$ cat src/rtl/grant_controller_rr.sv
// rtl/grant_controller_rr.sv - edge/level event capture with fixed-priority or round-robin grant
module grant_controller_rr #(
    parameter int MAX_DESC = 16,
    parameter int EDGE_TYP = 1,
    parameter int ARB_MODE = 1,
    parameter int IDX_W    = $clog2(MAX_DESC),
    parameter int CNT_W    = $clog2(MAX_DESC + 1)
) (
    input  logic                clk,
    input  logic                rst_n,
    input  logic [MAX_DESC-1:0] din,
    input  logic [MAX_DESC-1:0] clr,
    output logic [MAX_DESC-1:0] req_out,
    output logic                gnt_vld,
    input  logic                gnt_rdy,
    output logic [IDX_W-1:0]    gnt_idx,
    output logic [MAX_DESC-1:0] gnt_onehot,
    output logic [CNT_W-1:0]    pend_cnt,
    output logic                ovf
);

    logic [MAX_DESC-1:0] din_ff_q;
    logic                armed_q;
    logic [MAX_DESC-1:0] pend_q, pend_d;
    logic                gnt_vld_q, gnt_vld_d;
    logic [IDX_W-1:0]    gnt_idx_q, gnt_idx_d;
    logic [MAX_DESC-1:0] gnt_oh_q, gnt_oh_d;
    logic                ovf_q, ovf_d;
    logic [IDX_W-1:0]    ptr_q, ptr_d;

    logic [MAX_DESC-1:0] ev;
    logic [MAX_DESC-1:0] held;
    logic [MAX_DESC-1:0] lvl_req;
    logic [MAX_DESC-1:0] arb_req;
    logic                win_found;
    logic [IDX_W-1:0]    win_idx;
    logic [MAX_DESC-1:0] win_oh;
    logic [MAX_DESC-1:0] load_vec;
    logic                can_load;
    logic                load;
    int                  start;
    int                  j;
    logic [IDX_W-1:0]    jj;

    // Until armed, din_ff only tracks din so a level present at reset release is not an edge
    always_comb begin
        ev = '0;
        if (armed_q) begin
            if (EDGE_TYP == 0) begin
                ev = ~din & din_ff_q;
            end else if (EDGE_TYP == 1) begin
                ev = din & ~din_ff_q;
            end
        end
    end

    always_comb begin
        held    = gnt_vld_q ? gnt_oh_q : '0;
        lvl_req = din_ff_q & ~clr & ~held;
        if (EDGE_TYP == 2) begin
            req_out = lvl_req;
            arb_req = lvl_req;
        end else begin
            req_out = pend_q;
            arb_req = pend_q & ~held;
        end
    end

    // Circular search from start; fixed priority is the same search anchored at slot 0
    always_comb begin
        win_found = 1'b0;
        win_idx   = '0;
        win_oh    = '0;
        j         = 0;
        jj        = '0;
        start     = (ARB_MODE == 1) ? int'(ptr_q) + 1 : 0;
        for (int k = 0; k < MAX_DESC; k++) begin
            j = start + k;
            if (j >= MAX_DESC) begin
                j = j - MAX_DESC;
            end
            jj = IDX_W'(j);
            if (!win_found && arb_req[jj]) begin
                win_found  = 1'b1;
                win_idx    = jj;
                win_oh[jj] = 1'b1;
            end
        end
    end

    always_comb begin
        can_load  = ~gnt_vld_q | gnt_rdy;
        load      = can_load & win_found;
        load_vec  = load ? win_oh : '0;
        gnt_vld_d = gnt_vld_q;
        gnt_idx_d = gnt_idx_q;
        gnt_oh_d  = gnt_oh_q;
        ptr_d     = ptr_q;
        if (load) begin
            gnt_vld_d = 1'b1;
            gnt_idx_d = win_idx;
            gnt_oh_d  = win_oh;
            if (ARB_MODE == 1) begin
                ptr_d = win_idx;
            end
        end else if (can_load) begin
            gnt_vld_d = 1'b0;
            gnt_oh_d  = '0;
        end
    end

    // A fresh event always wins over clear/load so it is never dropped
    always_comb begin
        if (EDGE_TYP == 2) begin
            pend_d = '0;
            ovf_d  = 1'b0;
        end else begin
            pend_d = ev | (pend_q & ~clr & ~load_vec);
            ovf_d  = |(ev & pend_q & ~load_vec);
        end
    end

    always_ff @(posedge clk) begin
        if (!rst_n) begin
            din_ff_q  <= '0;
            armed_q   <= 1'b0;
            pend_q    <= '0;
            gnt_vld_q <= 1'b0;
            gnt_idx_q <= '0;
            gnt_oh_q  <= '0;
            ovf_q     <= 1'b0;
            ptr_q     <= IDX_W'(MAX_DESC - 1);
        end else begin
            din_ff_q  <= din;
            armed_q   <= 1'b1;
            pend_q    <= pend_d;
            gnt_vld_q <= gnt_vld_d;
            gnt_idx_q <= gnt_idx_d;
            gnt_oh_q  <= gnt_oh_d;
            ovf_q     <= ovf_d;
            ptr_q     <= ptr_d;
        end
    end

    assign gnt_vld    = gnt_vld_q;
    assign gnt_idx    = gnt_idx_q;
    assign gnt_onehot = gnt_oh_q;
    assign ovf        = ovf_q;
    assign pend_cnt   = CNT_W'($countones(req_out));

endmodule

$ cat config.mk
export PLATFORM = sky130hd
export DESIGN_NAME = grant_controller_rr
export DESIGN_NICKNAME = d
export VERILOG_FILES = /design/src/rtl/grant_controller_rr.sv
export SDC_FILE = /design/constraint.sdc
export NUM_CORES = 1
export LEC_CHECK = 0
export ABC_AREA = 1
export BUFFER_PORTS_ARGS = -buffer_cell sky130_fd_sc_hd__buf_2
export CAP_MARGIN = 20
export CORE_UTILIZATION = 66
export DETAILED_ROUTE_END_ITERATION = 7
export PLACE_DENSITY = 0.88
export SKIP_LAST_GASP = 1
export SLEW_MARGIN = 20
export SYNTH_ARGS = -nofsm -noshare
export SYNTH_HDL_FRONTEND = slang
export SYNTH_SLANG_ARGS = --single-unit
$ cat constraint.sdc
create_clock -name clk -period 7.9 [get_ports clk]
set_clock_uncertainty 0.15 [all_clocks]
set_input_delay 1.185 -clock clk [delete_from_list [all_inputs] [get_ports clk]]
set_output_delay 1.185 -clock clk [all_outputs]
set_load 0.005 [all_outputs]
==> results.toml <==
[job]
maxCapViolCount = 0

[logic_synthesis]
synth_top_family_by_area = "simple AND/OR/NAND/NOR gates"
synth_area_sq_um = 7430
yosys.area.top_type = "nand2_1"
synthCells = 1395
synthTopCellsByArea = "nand2_1, nor2_1, dfxtp_1, nand3_1, inv_1"
ys_seq_area_share_pct = 15.9
synth_adder_area_share_pct = 5.05
syn-num-nets = 1454
syn_area_per_cell_sq_um = 5.33
synthArstFlopShare_pct = 0
ys_types = 44
synth_top_area_share_pct = 18.8
yosysWarningCount = 0
synthFlopType = "dfxtp_1"
synth-xor-area-share_pct = 0.825
muxShareOfSynthArea_pct = 0
synth_edf_count = 0
yosys.area_share.simple_pct = 60.7
synth_compound_area_share_pct = 5.52
ys_seq_elements = 59

[clock_tree]
clkSinkCount = 59
clk_latency_ns = 0.36
cts_buffers = 9
cts_tree = "yes"
path_clk_slew_ns = 0.07
htree_levels = 3
cts_hold_buf = 0
clockBufferDepth = 2
cts_root_buffer = "clkbuf_8"
cts_setup_buffers = 0
cts_resized = 0

[placed_design]
dp_hpwl_mm = 22.5
io_buffers = 77
gp_congestion = 1.18

[status]
violations = "design-rule violations"
status = "finished with violations"

[die]
core_area_sq_um = 10900
dieArea_sq_um = 11700
rows = 38
die-width_microns = 108
ioPinCount = 78
initial_utilization_pct = 68.3
die_y_microns = 108

[final_layout]
antenna_cells = 0
layout_common_cells = "nand2_1, nor2_1, nand3_1"
regArea_sq_um = 1180
final_layout_size_suffix_gt1_share_pct = 11.1
n_fill_cell = 970
layout-area-overhead-vs-synth_pct = 8.79
multi_input_area_sq_um = 5360
layout_commonest_cell = "nand2_1"
fin_nets = 1497
final_util_pct = 74.3

[worst_setup_path]
path_max_fanout = 25
cp.arrival_ns = 6.42
crit_top_cell = "nand2_1"
critPathKind = "reg -> reg"
r2r_setup_slack_ns = 1.58
reg2reg_from = "ptr_q[0]"
cp_slowest_cell = "dfxtp_1"
crit_buf_inv = 5
crit_end = "ovf"
reg2reg_depth = 23
cp-end-kind = "register"
r2r-end = "ovf"
crit_chain = "inv_1, buf_4, ha_1, inv_1, ha_1, inv_1, nand3_1, nand2_1, nor2_1, a31oi_1, nor2_4, nand4_2, nor2_4, inv_2, nor2_2, nor2_2, nand2_1, nand2_1, nand2_1, nor2_1, nand2_1, nor2_1, nor2_1"
crit_cells = 23
critPathRequiredTime_ns = 8.01
cp_top_family = "simple AND/OR/NAND/NOR gates"
critPathLaunchType = "register"
startpoint = "ptr_q[0]"
slowest_delay_ns = 0.87

[worst_hold_path]
hp-class = "reg -> reg"
whs_path_depth = 2

[timing]
rsz0062_at_grt = "no"
tns_ns = 0
fin_crit_sh_pct = 79.9
setup_violations = 0
worst_pin_slew_ns = 1.03
final-hold-violation-count = 0
max_freq_mhz = 158
max-slew-margin-rel_pct = 31.1
finalCriticalPeriod_ns = 6.32
drv_slew = 0

[route]
totalWireLength_mm = 30.5
firstDrtPassIters = 8
ant_nets = 0
routedWlPerCell_microns = 19.3
viasPerCell = 6.32
drtIter0Drc = 1995
drt_drc_violations_left = 3
vias = 10004

[global_routing]
antenna_found_initial = 0
grt_usage_pct = 53.4
grt_pass1_wl_mm = 47.5
overflow = 0
grt_pass1_vias = 8975
grt_max_degree = 39
## area by class of cell
cell class | count | share of cell area (%)
multi-input cells | 1120 | 66.3
repair buffers | 89 | 6.13
flip-flops and latches | 59 | 14.6
well taps | 140 | 2.17
inverters | 159 | 7.38
clock buffers | 12 | 1.92
clock inverters | 4 | 1.49
## flip-flops by register name (all words and copies together), names as in the netlist
| register | count |
|---|---|
| gnt_onehot | 16 |
| gnt_vld | 1 |
| din_ff_q | 16 |
| req_out | 16 |
| armed_q | 1 |
| ovf | 1 |
| gnt_idx | 4 |
| ptr_q | 4 |
## worst register-to-register path, delay by kind of cell (launching register included)
kind / cells / cell delay [ns]
fa+ha+maj: 2 / 1.09
simple gates: 15 / 2.46
compound gates: 1 / 0.65
buf+inv: 5 / 0.99
flops: 1 / 0.87
## cell families (layout without fill, tap and decap cells)
logic type | count (synthesis) | in the layout
DFF | 59 | 59
adders and majority gates | 24 | 24
buffers and inverters | 216 | 264
AOI/OAI and AO/OA | 72 | 72
xor gates and xnor gates | 4 | 4
and+or+nand+nor | 1020 | 1020
## per-layer routing
metal | vias up | GRT usage (%) | share of wire [%] | wire, microns
met5 | - | 3.57 | 0.085 | 26
met4 | 2 | 35.9 | 7.8 | 2390
met3 | 255 | 22.7 | 18 | 5360
met2 | 983 | 76.1 | 40 | 12200
met1 | 4250 | 64.7 | 35 | 10600
li1 | 4514 | - | - | -
## cell usage after synthesis, types with 14 or more instances
| library cell | number |
|---|---|
| nor2_1 | 332 |
| inv_1 | 147 |
| nand2_1 | 372 |
| a21oi_1 | 46 |
| dfxtp_1 | 59 |
| ha_1 | 14 |
| buf_2 | 17 |
| clkbuf_1 | 27 |
| nand3b_1 | 17 |
| nand3_1 | 225 |
| nand2_2 | 14 |
| nand4_1 | 25 |
## metrics by stage
step | hold WS (ns) | area, sq um | std cells | setup WS, ns
after floorplan | 0.311 | 7430 | 1395 | 3.38
after global placement | 0.304 | 7780 | 1566 | 2.10
after detailed placement | 0.307 | 7780 | 1566 | 1.91
after CTS | 0.317 | 8050 | 1582 | 1.82
after global routing | 0.335 | 8090 | 1583 | 1.20
final | 0.321 | 8090 | 1583 | 1.58
## worst min path at each step
| stage | start | end | slack [ns] |
|---|---|---|---|
| 6_report | gnt_idx[0] | gnt_idx[0] | 0.32 |
| 5_1_grt | gnt_idx[0] | gnt_idx[0] | 0.33 |
| 4_1_cts | gnt_idx[0] | gnt_idx[0] | 0.32 |
| 3_5_place_dp | gnt_idx[0] | gnt_idx[0] | 0.31 |
| 3_3_place_gp | gnt_idx[1] | gnt_idx[1] | 0.30 |
| 2_1_floorplan | gnt_idx[0] | gnt_idx[0] | 0.31 |
Power is not shown: default switching activity piles up to over one toggle a cycle in this logic, so the estimate is an artifact.
